**src/rtl/perc_acc.sv**
```systemverilog
`default_nettype none
// +--------------------------------------------------------------------------+
// | perc_acc: streaming signed vector accumulator with shift-and-saturate     |
// | result stage on a registered valid/ready output port.                     |
// | Revision: 1.0                                                              |
// +--------------------------------------------------------------------------+
module perc_acc #(
    parameter int          DATA_W = 32,
    parameter int          CNT_W  = 8,
    parameter int          OUT_W  = 16,
    parameter int unsigned SHIFT  = 0
) (
    input  logic                     clk,
    input  logic                     reset_,
    input  logic                     in_valid,
    output logic                     in_ready,
    input  logic signed [DATA_W-1:0] in_data,
    input  logic                     in_last,
    output logic                     out_valid,
    input  logic                     out_ready,
    output logic signed [OUT_W-1:0]  out_data,
    output logic                     out_sat,
    output logic [CNT_W-1:0]         out_cnt,
    output logic                     out_trunc
);

    localparam int ACC_W = DATA_W + CNT_W;
    localparam logic signed [ACC_W-1:0] SAT_MAX =
        {{(ACC_W-OUT_W+1){1'b0}}, {(OUT_W-1){1'b1}}};
    localparam logic signed [ACC_W-1:0] SAT_MIN =
        {{(ACC_W-OUT_W+1){1'b1}}, {(OUT_W-1){1'b0}}};
    localparam logic [CNT_W-1:0] CNT_ONE = {{(CNT_W-1){1'b0}}, 1'b1};

    typedef enum logic [0:0] {
        ST_ACC  = 1'b0,
        ST_HOLD = 1'b1
    } state_t;

    state_t                   state_q;
    logic signed [ACC_W-1:0]  acc_q;
    logic [CNT_W-1:0]         cnt_q;
    logic                     valid_q;
    logic signed [OUT_W-1:0]  data_q;
    logic                     sat_q;
    logic [CNT_W-1:0]         ocnt_q;
    logic                     trunc_q;

    logic signed [ACC_W-1:0]  sum_d;
    logic signed [ACC_W-1:0]  scaled_d;
    logic [CNT_W-1:0]         cnt_d;
    logic                     term_d;
    logic signed [OUT_W-1:0]  data_d;
    logic                     sat_d;

    always_comb begin
        sum_d    = acc_q + {{CNT_W{in_data[DATA_W-1]}}, in_data};
        scaled_d = sum_d >>> SHIFT;
        cnt_d    = cnt_q + CNT_ONE;
        // Counter reaching all-ones closes the vector even without in_last.
        term_d   = in_last | (&cnt_d);
        data_d   = scaled_d[OUT_W-1:0];
        sat_d    = 1'b0;
        if (scaled_d > SAT_MAX) begin
            data_d = SAT_MAX[OUT_W-1:0];
            sat_d  = 1'b1;
        end else if (scaled_d < SAT_MIN) begin
            data_d = SAT_MIN[OUT_W-1:0];
            sat_d  = 1'b1;
        end
    end

    always_ff @(posedge clk) begin
        if (!reset_) begin
            state_q <= ST_ACC;
            acc_q   <= '0;
            cnt_q   <= '0;
            valid_q <= 1'b0;
            data_q  <= '0;
            sat_q   <= 1'b0;
            ocnt_q  <= '0;
            trunc_q <= 1'b0;
        end else begin
            case (state_q)
                ST_ACC: begin
                    if (in_valid) begin
                        if (term_d) begin
                            acc_q   <= '0;
                            cnt_q   <= '0;
                            data_q  <= data_d;
                            sat_q   <= sat_d;
                            ocnt_q  <= cnt_d;
                            trunc_q <= ~in_last;
                            valid_q <= 1'b1;
                            state_q <= ST_HOLD;
                        end else begin
                            acc_q <= sum_d;
                            cnt_q <= cnt_d;
                        end
                    end
                end
                ST_HOLD: begin
                    if (out_ready) begin
                        valid_q <= 1'b0;
                        state_q <= ST_ACC;
                    end
                end
                default: state_q <= ST_ACC;
            endcase
        end
    end

    assign in_ready  = (state_q == ST_ACC);
    assign out_valid = valid_q;
    assign out_data  = data_q;
    assign out_sat   = sat_q;
    assign out_cnt   = ocnt_q;
    assign out_trunc = trunc_q;

endmodule
`default_nettype wire

```
**config.mk**
```make
export PLATFORM = sky130hd
export DESIGN_NAME = perc_acc
export DESIGN_NICKNAME = d
export VERILOG_FILES = /design/src/rtl/perc_acc.sv
export SDC_FILE = /design/constraint.sdc
export NUM_CORES = 1
export LEC_CHECK = 0
export ABC_AREA = 1
export ABC_CLOCK_PERIOD_IN_PS = 2610
export BUFFER_PORTS_ARGS = -buffer_cell sky130_fd_sc_hd__buf_2
export CAP_MARGIN = 0
export CORE_MARGIN = 4
export CORE_UTILIZATION = 40
export DETAILED_ROUTE_END_ITERATION = 7
export PLACE_DENSITY_LB_ADDON = 0.12
export SLEW_MARGIN = 20
export SYNTH_ARGS = -nofsm -noshare
export SYNTH_HDL_FRONTEND = slang
export SYNTH_SLANG_ARGS = --single-unit
```
**constraint.sdc**
```tcl
create_clock -name clk -period 2.61 [get_ports clk]
set_input_delay 0 -clock clk [delete_from_list [all_inputs] [get_ports clk]]
set_output_delay 0 -clock clk [all_outputs]
set_load 0.01 [all_outputs]
```
==> After elaboration in Yosys (flattened, before gate mapping) <==
Index checks and enable logic that the tools add are counted.
{ "totals": {"in_bits": 37, "elab_cells": 36, "register_bits": 76, "out_inout_bits": 28} }
{ "classes": {"n_addsub": 2, "n_bitwise": 3, "muxes": 14, "eq_ne": 3, "n_lt_le_gt_ge": 2, "n_reduce_logical": 4} }
{ "ops": {"columns": ["cell", "n"], "rows": [
  ["$add 40x40->40", 1],
  ["$gt 40x16->1 const B", 1],
  ["$lt 40x16->1 const B", 1],
  ["$mux 40", 1],
  ["$mux 16", 2],
  ["$add 8x1->8 const B", 1],
  ["$mux 1", 8],
  ["$mux 8", 1],
  ["$reduce_and 8->1", 1],
  ["$reduce_and 3->1", 2],
  ["$ne 2x2->1 const B", 2],
  ["$pmux 1 s2", 2],
  ["$ne 2x1->1 const B", 1],
  ["$not 1->1", 2],
  ["$reduce_and 2->1", 1],
  ["$or 1x1->1", 1]
]} }

==> Longest topological paths before layout <==
Gate-level depths: netlist (run 1).
{ "logic_depth": {"ltp_word": 6, "depth_mapped": 24} }

==> Worst setup path after synthesis (run 1) <==
OpenSTA, ideal clock, no wires.
{ "synth_timing": {"kind": "register to register", "start": "register acc_q[0]", "end": "register data_q[10], in the netlist out_data[10]", "t_required_ns": 2.488, "arrival_time_ns": 2.457, "period_less_slack_ns": 2.578, "n_path_buf": 1, "path_slack_ns": 0.032, "stages_incl_launch_ff": 23, "cell_sequence": "dfxtp_1 ha_1 inv_1 fa_1 inv_1 nand2_1 nand2_1 nand3_1 nand2_1 nand2_1 nand2_2 nand2_1 nand2_1 nand2_1 nand2_1 nand2_1 nand2_1 nand2_1 nor2_2 nand3_2 a21oi_4 buf_12 a21oi_2"} }
{ "synth_via": {"elab_chain_len": 4, "elab_cells_between_ends": 5} }
{ "synth_lines": {"columns": ["item", "line_no", "rtl"], "rows": [
  ["start, declared", "40", "logic signed [ACC_W-1:0] acc_q;"],
  ["start signal, assigned", "96", "acc_q <= sum_d;"],
  ["$add 40x40->40 (*)", "56", "sum_d = acc_q + {{CNT_W{in_data[DATA_W-1]}}, in_data};"],
  ["$lt 40x16->1", "66", "end else if (scaled_d < SAT_MIN) begin"],
  ["$mux 16", "66", null],
  ["$mux 16 (*)", "63", "if (scaled_d > SAT_MAX) begin"],
  ["end signal, assigned", "89", "data_q <= data_d;"],
  ["end, declared", "43", "logic signed [OUT_W-1:0] data_q;"]
]} }
Every way passes the cells marked *; elsewhere a longest branch is shown, timed or not.
A chain may end at the register's enable or synchronous reset.

==> Final worst setup path (run 1) <==
{ "layout_timing": {"start": "register acc_q[0]", "end": "register data_q[5], in the netlist out_data[5]"} }
The elaborated chain is that of the path after synthesis.

==> results of run 1 <==
## how the worst min path moves through the flow
| stage | start | to | slack, ns | cells past startpoint |
|---|---|---|---|---|
| 2_1_floorplan | reset_ | out_cnt[4] | 0.14 | 2 |
| 3_3_place_gp | out_ready | state_q | 0.27 | 4 |
| 3_5_place_dp | out_ready | state_q | 0.28 | 4 |
| 4_1_cts | in_last | out_trunc | 0.03 | 4 |
| 5_1_grt | in_last | out_trunc | 0.1 | 4 |
| 6_report | in_last | out_trunc | 0.05 | 4 |
## routing by layer
| layer | part of all wire (%) | wire [µm] |
|---|---|---|
| met5 | 0 | 0 |
| met4 | 1.9 | 396 |
| met3 | 3.9 | 840 |
| met2 | 48 | 10300 |
| met1 | 46 | 9830 |
## power by group
| part | internal (mW) | switching (mW) | total (mW) |
|---|---|---|---|
| Combinational | 0.618 | 0.833 | 1.45 |
| Clock | 0.667 | 0.603 | 1.27 |
| Sequential | 1.23 | 0.0459 | 1.27 |
| Total | 2.51 | 1.48 | 4.00 |
## placed cells by master, fill, tap and decap left out, types with 2 or more instances in the layout
| cell type | instances |
|---|---|
| inv_2 | 15 |
| nand2_1 | 383 |
| inv_6 | 3 |
| or2_2 | 3 |
| nand3_2 | 11 |
| dfxtp_1 | 70 |
| clkbuf_16 | 9 |
| nand2_4 | 6 |
| nor3_1 | 3 |
| clkinv_4 | 2 |
| nand3b_1 | 6 |
| nand3_1 | 46 |
| and2_1 | 2 |
| nand4_1 | 7 |
| nor2_2 | 26 |
| a21oi_1 | 66 |
| nor2_1 | 47 |
| buf_4 | 122 |
| ha_4 | 28 |
| xnor2_1 | 4 |
| inv_1 | 166 |
| nor3_2 | 2 |
| buf_6 | 6 |
| ha_1 | 12 |
| o21ai_0 | 31 |
| a21oi_4 | 2 |
| a21oi_2 | 30 |
| nor2_4 | 14 |
| nand2_2 | 64 |
| dfxtp_2 | 6 |
| a31oi_1 | 4 |
| xor2_1 | 14 |
| buf_2 | 64 |
| nand2_8 | 2 |
## logic make-up (layout without fill, tap and decap cells)
group,Yosys count,count (layout)
AO/OA/AOI/OAI,136,136
XOR/XNOR,19,19
adder cells (fa/ha/maj),42,42
buffers and inverters,204,393
flip-flops,76,76
AND/OR/NAND/NOR,628,629
## Yosys cell counts (5+ instances only)
cell / n / area share (%)
ha_1: 41 / 7.9
nor2_2: 21 / 2.0
nand3b_1: 6 / 0.69
clkbuf_1: 18 / 1.0
nand3_1: 53 / 4.1
nand4_1: 7 / 0.67
nand3_2: 5 / 0.77
nand2_2: 29 / 2.8
inv_2: 12 / 0.69
nand2_1: 424 / 25
dfxtp_1: 76 / 23
inv_1: 169 / 9.8
xor2_1: 14 / 1.9
o21ai_0: 31 / 2.4
nor2_1: 65 / 3.8
a21oi_2: 11 / 1.5
a21oi_1: 86 / 6.6
## layout make-up
type	instances	area, µm²
fill	1646	6840
multi-input combinational	826	4930
sequential	76	1530
timing repair buffer	194	1330
inverter	183	688
tap	216	270
clock buffer	9	225
clock inverter	7	67.6
## metrics by stage
stage	instances	util [%]	instance area [µm²]	power, mW
after floorplan	1105	-	6490	2.02
after global placement	1476	49.3	7830	2.53
after detailed placement	1476	49.3	7830	2.53
after CTS	1508	54.4	8650	3.93
after global routing	1511	56.9	9040	4.20
final	1511	56.9	9040	4.00
## critical path: cells and delay by family (launching register included)
kind / cells / cell delay (ns)
adders and majority gates: 2 / 0.47
and+or+nand+nor: 11 / 0.97
AOI/OAI and AO/OA: 2 / 0.27
buffers and inverters: 5 / 0.51
DFF: 1 / 0.35
## state kept, by name, indices dropped and copies added, names as in the netlist
| signal | cells |
|---|---|
| out_cnt | 8 |
| out_data | 16 |
| out_valid | 1 |
| acc_q | 40 |
| cnt_q | 8 |
| state_q | 1 |
| out_trunc | 1 |
| out_sat | 1 |
## repair_timing
item,4_1_cts,5_1_grt
endpoints found under the hold margin,2,0
buffers inserted,13,6
pin swaps,7,32
resized for setup,69,93
endpoints found under the setup margin,16,23
hold buffers,1,0
cloned,2,0
==> impl_metrics.ini, run 1 <==
[clocking]
clock_sinks = 76
insertion_delay_ns = 0.36
cts_tree = yes
clk_pin_slew_ns = 0.07
cts_root_buf = clkbuf_16
h-tree-depth = 3
cts_buffer_depth = 2
cts_made_buffers = 9

[synth]
async_reset_ff_share_pct = 0
synth_mux_area_share_pct = 0
synth_warnings = 0
yosysUniqueCellTypes = 40
synth-seq-area-share_pct = 23.4
ys_seq_elements = 76
yosys.area_share.simple_pct = 41.7
syn_avg_cell_area_um2 = 5.87
synthAdderAreaFrac_pct = 8.21
synth_fp_nets = 1184
synthCells = 1105
syn_area_um2 = 6490
synth-main-ff-cell = dfxtp_1
synth-xor-area-share_pct = 2.68
synth-compound-area-share_pct = 11.6
synth_edf_count = 0
synth_top_family_by_area = simple AND/OR/NAND/NOR gates

[worst_setup_path]
crit_chain = ha_4 -> inv_2 -> fa_2 -> inv_2 -> buf_6 -> nand3_2 -> nand3b_1 -> buf_6 -> nand2_4 -> nand2_2 -> nand2_1 -> nand2_1 -> nand2_2 -> nor2_2 -> nand2_1 -> nor2_2 -> nand3_2 -> a21oi_4 -> buf_8 -> a21oi_2
r2r_cells = 20
r2r-start = acc_q[0]
slowest_delay_ns = 0.35
endpoint = out_data[5]
path_class = flop to flop
rrSetupSlack_ns = -0.08
cp-start-kind = flop
endpoint_kind = flop
cpMaxStageDelayCell = dfxtp_2
critPathMostFrequentCell = nand2_1
r2r_end = out_data[5]
crit_fanout = 8
critPathLaunch = acc_q[0]
crit_required_ns = 2.85
crit_arrival_ns = 2.93

[floorplanning]
die_w_um = 135
dieArea_um2 = 18300
core-area_um2 = 15900
ioPinCount = 65
die_h_um = 135
start_util_pct = 40.8
rows = 46

[timing]
fin_crit_ns = 2.69
clock.fmax_ghz = 0.372
final_hold_viol_count = 0
fin_setup_tns_ns = -1.09
worst_slew_pin_slew_ns = 0.559
slew_headroom_pct = 62.7
hold-worst-slack_ns = 0.0507
drv_slew = 0
rsz0062_at_grt = true
clock_skew_ns = 0.0176
setup_viol = 15
period_share_pct = 103
timing.final.ws_setup_ns = -0.0772

[pwr]
power_density_nw_per_um2 = 442
irDropWorstVdd_mv = 0.315
power.leakage_nw = 4.59

[global_route]
grt_max_degree = 47
antenna_found_initial = 0
grt_busiest_layer = met2
grtUsageMet2_pct = 40.1
grt_util_all_layers_pct = 23.0
grt_overflow = 0
grtUsageMet3_pct = 2.86
met1_usage_pct = 29.9
grt_pass1_vias = 6715
grt_pass1_wl_mm = 33.5

[outcome]
violations = setup timing
status = complete, but fails checks

[detailed_routing]
drc_errors = 0
ant_nets = 0
routedWlPerCell_um = 14.1
dr_total_vias = 7178
drtIter0Drc = 498
dr.pass1.iters = 5
totalWireLength_mm = 21.3
viasPerCell = 4.75

[min_path]
worst_hold_path_type = input pin to flop

[placed_design]
gp_congestion = 0.958
preCtsSetupSlack_ns = -0.191
port-buffer-count = 64
place_hpwl_mm = 16.6

[final_layout]
drive_above_1_share_pct = 33.1
final_nets = 1369
antenna_cells = 0
syn2layout_area_growth_pct = 39.4

[run]
cap_violations = 0
Power figures use the tool's default switching activity.
==> run 2: changes to the inputs <==
- CORE_UTILIZATION: 40 -> 45
- SLEW_MARGIN: 20 -> unset
==> run 2 against run 1 <==
Compared with the run above: the run still ends with setup timing left; first-iteration DRC count increased by 13%; sequential cell count unchanged; register-to-register slack about the same; non-clock buffer count decreased by 21; final cell count decreased by 3.7%; clock power increased by 11%; power increased by 2.7%; clock-buffer cell count increased by 1; die area decreased by 10%.
==> impl_metrics.ini, run 2 (same netlist as run 1, synthesis figures left out) <==
[clocking]
h-tree-depth = 3
clock_sinks = 76
cts_tree = yes
insertion_delay_ns = 0.36
cts_made_buffers = 9
clk_pin_slew_ns = 0.06
cts_root_buf = clkbuf_16
cts_buffer_depth = 2

[detailed_routing]
totalWireLength_mm = 21.1
dr.pass1.iters = 6
dr_total_vias = 7223
routedWlPerCell_um = 14.5
ant_nets = 0
viasPerCell = 4.96
drtIter0Drc = 565
drc_errors = 0

[floorplanning]
start_util_pct = 46.4
die_w_um = 128
core-area_um2 = 14000
ioPinCount = 65
die_h_um = 128
rows = 43
dieArea_um2 = 16400

[pwr]
seq_power_share_pct = 31.0
irDropWorstVdd_mv = 0.254
netSwitchingPower_mw = 1.44
p_int_mw = 2.67
pwr-share-comb_pct = 34.7
p_sw_share_pct = 35.0
power_frac_clock_pct = 34.3
power_density_nw_per_um2 = 461
power.leakage_nw = 4.54

[global_route]
grt_max_degree = 51
grt_overflow = 0
antenna_found_initial = 0
grt_pass1_vias = 6560
grt_util_all_layers_pct = 24.9
grt_pass1_wl_mm = 32.5

[min_path]
worst_hold_path_type = input pin to flop

[timing]
drv_slew = 0
clock.fmax_ghz = 0.371
period_share_pct = 103
fin_setup_tns_ns = -0.992
fin_crit_ns = 2.69
worst_slew_pin_slew_ns = 0.876
clock_skew_ns = 0.0106
slew_headroom_pct = 41.2
hold-worst-slack_ns = 0.0573
setup_viol = 15
rsz0062_at_grt = true
timing.final.ws_setup_ns = -0.0819
final_hold_viol_count = 0

[outcome]
status = complete, but fails checks
violations = setup timing

[placed_design]
gp_congestion = 0.957
port-buffer-count = 64
place_hpwl_mm = 15.6

[worst_setup_path]
path_buf_inv = 2
path_class = flop to flop
cp-start-kind = flop
endpoint_kind = flop
crit_fanout = 7
crit_required_ns = 2.85
cpMaxStageDelayCell = dfxtp_2
slowest_delay_ns = 0.33
rrSetupSlack_ns = -0.08
crit_arrival_ns = 2.93
crit_chain = ha_4 -> nand2_4 -> buf_4 -> nor2_1 -> and2_1 -> nand2_4 -> nand2_4 -> nand2_2 -> nand3_2 -> nand2_2 -> nor2_2 -> nand3_2 -> nor2_2 -> nand3_2 -> a21oi_4 -> clkbuf_16 -> a21oi_2
critPathTopFamily = simple AND/OR/NAND/NOR gates

[final_layout]
syn2layout_area_growth_pct = 37.1
antenna_cells = 0
mostFrequentLayoutCells = nand2_1, inv_1, buf_4
largest_register_ffs = 40
largest-register = acc_q
final_nets = 1349
drive_above_1_share_pct = 32.5
final_common_cell = nand2_1

[run]
cap_violations = 0
## run 2: worst reg2reg max path, cell delays in order (launching register included)
cell	delay (ns)
dfxtp_2	0.33
ha_4	0.30
nand2_4	0.07
buf_4	0.13
nor2_1	0.22
and2_1	0.25
nand2_4	0.08
nand2_4	0.07
nand2_2	0.06
nand3_2	0.06
nand2_2	0.06
nor2_2	0.13
nand3_2	0.08
nor2_2	0.14
nand3_2	0.12
a21oi_4	0.23
clkbuf_16	0.20
a21oi_2	0.05
## run 2: area by class of cell
| class | instances | area (µm²) |
|---|---|---|
| inverter | 183 | 688 |
| sequential | 76 | 1530 |
| clock inverter | 6 | 97.6 |
| tap | 180 | 225 |
| multi-input combinational | 827 | 4950 |
| clock buffer | 10 | 229 |
| fill | 1339 | 5090 |
| timing repair buffer | 173 | 1170 |
## run 2: metrics by stage
step                      power [mW]  util (%)  instances  area (µm²)  worst slack [ns]
after global routing            4.31      63.6       1455        8900            -0.255
after global placement          2.48      54.8       1425        7670            -0.101
after CTS                       3.99      60.0       1445        8390           -0.0908
after floorplan                 2.02         -       1105        6490            0.0317
after detailed placement        2.48      54.8       1425        7670            -0.184
final                           4.10      63.6       1455        8900           -0.0819
## run 2: power by group through the flow
stage	registers, mW	clock network, mW	logic [mW]
floorplan	1.30	0	0.725
global placement	1.29	0	1.19
detailed placement	1.29	0	1.20
CTS	1.27	1.43	1.29
global route	1.28	1.48	1.55
finish	1.27	1.41	1.42
## run 2: path summary, 6_finish.rpt
kind	start	to	cells past startpoint
setup reg to reg	acc_q[8]	out_data[10]	17
setup / recovery	acc_q[8]	out_data[10]	17
hold reg to reg	state_q	state_q	2
hold / removal	in_last	out_trunc	4
## run 2: metal layers
layer  share of wire, %  GRT usage, %  wire length, µm  vias to the layer above
li1                   -             -                -                     3754
met1                 44          31.4             9320                     3239
met2                 47          42.8             9990                      183
met3                5.0          3.62             1050                       47
met4                3.3          9.30              703                        0
met5                  0             0                0                        -
## run 2: timing repair
item / in CTS / in global routing
gates cloned: 2 / 1
hold endpoints to repair: 1 / 0
setup buffers: 1 / 9
hold buffers: 1 / 0
setup endpoints to repair: 30 / 53
resized for setup: 60 / 110
pin swaps: 18 / 36
==> run 3: changes to the inputs <==
- CORE_MARGIN: 4 -> unset
==> run 3 against run 2 <==
Compared with the run above: the run still ends with setup timing left; final area barely moved; sequential share of layout area barely moved; non-clock buffer count rose by 10; final cell count rose by 0.62%; combinational power rose by 3%; global-route usage rose by 3.7 points; clock skew rose by 0.0019 ns; utilization barely moved; critical path depth rose by 3.
==> impl_metrics.ini, run 3 (same netlist as run 1, synthesis figures left out) <==
[clocking]
cts_made_buffers = 9
h-tree-depth = 3
clk_pin_slew_ns = 0.07
cts_root_buf = clkbuf_16
cts_buffer_depth = 2
clock_sinks = 76
cts_tree = yes
insertion_delay_ns = 0.36

[floorplanning]
die_w_um = 122
start_util_pct = 46.4
die_h_um = 122
dieArea_um2 = 14900
core-area_um2 = 14000
ioPinCount = 65
rows = 43

[detailed_routing]
drtIter0Drc = 560
viasPerCell = 4.98
drc_errors = 0
routedWlPerCell_um = 14.2
ant_nets = 0
dr_total_vias = 7297
totalWireLength_mm = 20.7
dr.pass1.iters = 5

[final_layout]
final_area_um2 = 8900
fin_util_pct = 63.6
syn2layout_area_growth_pct = 37.1
largest-register = acc_q
largest_register_ffs = 40
drive_above_1_share_pct = 32.1
final_common_cell = nand2_1
antenna_cells = 0
mostFrequentLayoutCells = nand2_1, inv_1, buf_4
final_nets = 1358
final_cells = 1464

[pwr]
p_int_mw = 2.50
irDropWorstVdd_mv = 0.445
power_frac_clock_pct = 31.6
pwr-share-comb_pct = 36.6
netSwitchingPower_mw = 1.49
power_mw = 3.99
power_density_nw_per_um2 = 449
seq_power_share_pct = 31.8
p_sw_share_pct = 37.3
power.leakage_nw = 4.60

[timing]
setup_viol = 16
final_hold_viol_count = 0
worst_slew_pin_slew_ns = 0.578
period_share_pct = 104
timing.final.ws_setup_ns = -0.110
slew_headroom_pct = 61.3
hold-worst-slack_ns = 0.0359
fin_setup_tns_ns = -1.18
clock_skew_ns = 0.0125
clock.fmax_ghz = 0.368
drv_slew = 0
rsz0062_at_grt = true
fin_crit_ns = 2.72

[worst_setup_path]
crit_arrival_ns = 3.01
crit_fanout = 8
crit_required_ns = 2.90
cp-start-kind = flop
path_class = flop to flop
endpoint_kind = flop
rrSetupSlack_ns = -0.11

[global_route]
grt_pass1_vias = 6787
grt_max_degree = 41
antenna_found_initial = 0
grt_overflow = 0
grt_pass1_wl_mm = 32.8
grt_util_all_layers_pct = 28.6

[outcome]
status = complete, but fails checks
violations = setup timing

[placed_design]
dp.cells = 1434
place_area_um2 = 7750
preCtsSetupSlack_ns = -0.165
place_hpwl_mm = 15.8
port-buffer-count = 64
gp_congestion = 0.923

[min_path]
worst_hold_path_type = input pin to flop

[run]
cap_violations = 0
==> run 3: power by group through the flow <==
| stage | registers, mW | logic (mW) | clock network, mW |
|---|---|---|---|
| 4_1_cts | 1.27 | 1.35 | 1.27 |
| 5_1_grt | 1.28 | 1.60 | 1.33 |
| 3_5_place_dp | 1.29 | 1.23 | 0 |
| 6_report | 1.27 | 1.46 | 1.26 |
| 3_3_place_gp | 1.29 | 1.22 | 0 |
| 2_1_floorplan | 1.30 | 0.725 | 0 |
==> run 3: per-layer routing <==
layer	GRT usage (%)	share of wire, %
met5	0	0
met4	13.6	3.8
met1	35.7	44
met2	48.3	47
met3	3.65	4.4
==> run 3: timing repair <==
item | 4_1_cts | 5_1_grt
gates cloned | 2 | 0
pin swaps | 26 | 43
setup buffers | 7 | 6
resized for setup | 67 | 93
setup endpoints to repair | 16 | 17
endpoints found under the hold margin | 1 | 0
hold buffers | 1 | 0
==> run 3: layout make-up <==
cell class                 count  area (µm²)
sequential                    76        1530
multi-input combinational    826        4900
clock buffer                   9         225
fill                        1341        5090
inverter                     183         688
tap                          180         225
clock inverter                 7        67.6
timing repair buffer         183        1260
==> run 3: worst max-delay path, stage by stage, from the launching register on <==
cell and delay (ns):
dfxtp_1 0.34, ha_4 0.30, nand2_2 0.09, buf_4 0.15, nor2_4 0.09, inv_2 0.07
nor3_4 0.21, and2_1 0.21, nand2_4 0.07, nand2_2 0.05, nand2_1 0.06, nand2_2 0.07
buf_6 0.09, inv_2 0.02, nor2_1 0.07, nand2_1 0.07, nor2_2 0.15, nand3_4 0.16
nand2_8 0.14, nand2_1 0.09, a21oi_2 0.14
==> run 3: final timing paths <==
kind	from	endpoint	cells past startpoint
setup / recovery	acc_q[21]	out_data[1]	20
hold / removal	in_last	out_trunc	4
setup reg to reg	acc_q[21]	out_data[1]	20
hold reg to reg	acc_q[30]	acc_q[30]	2
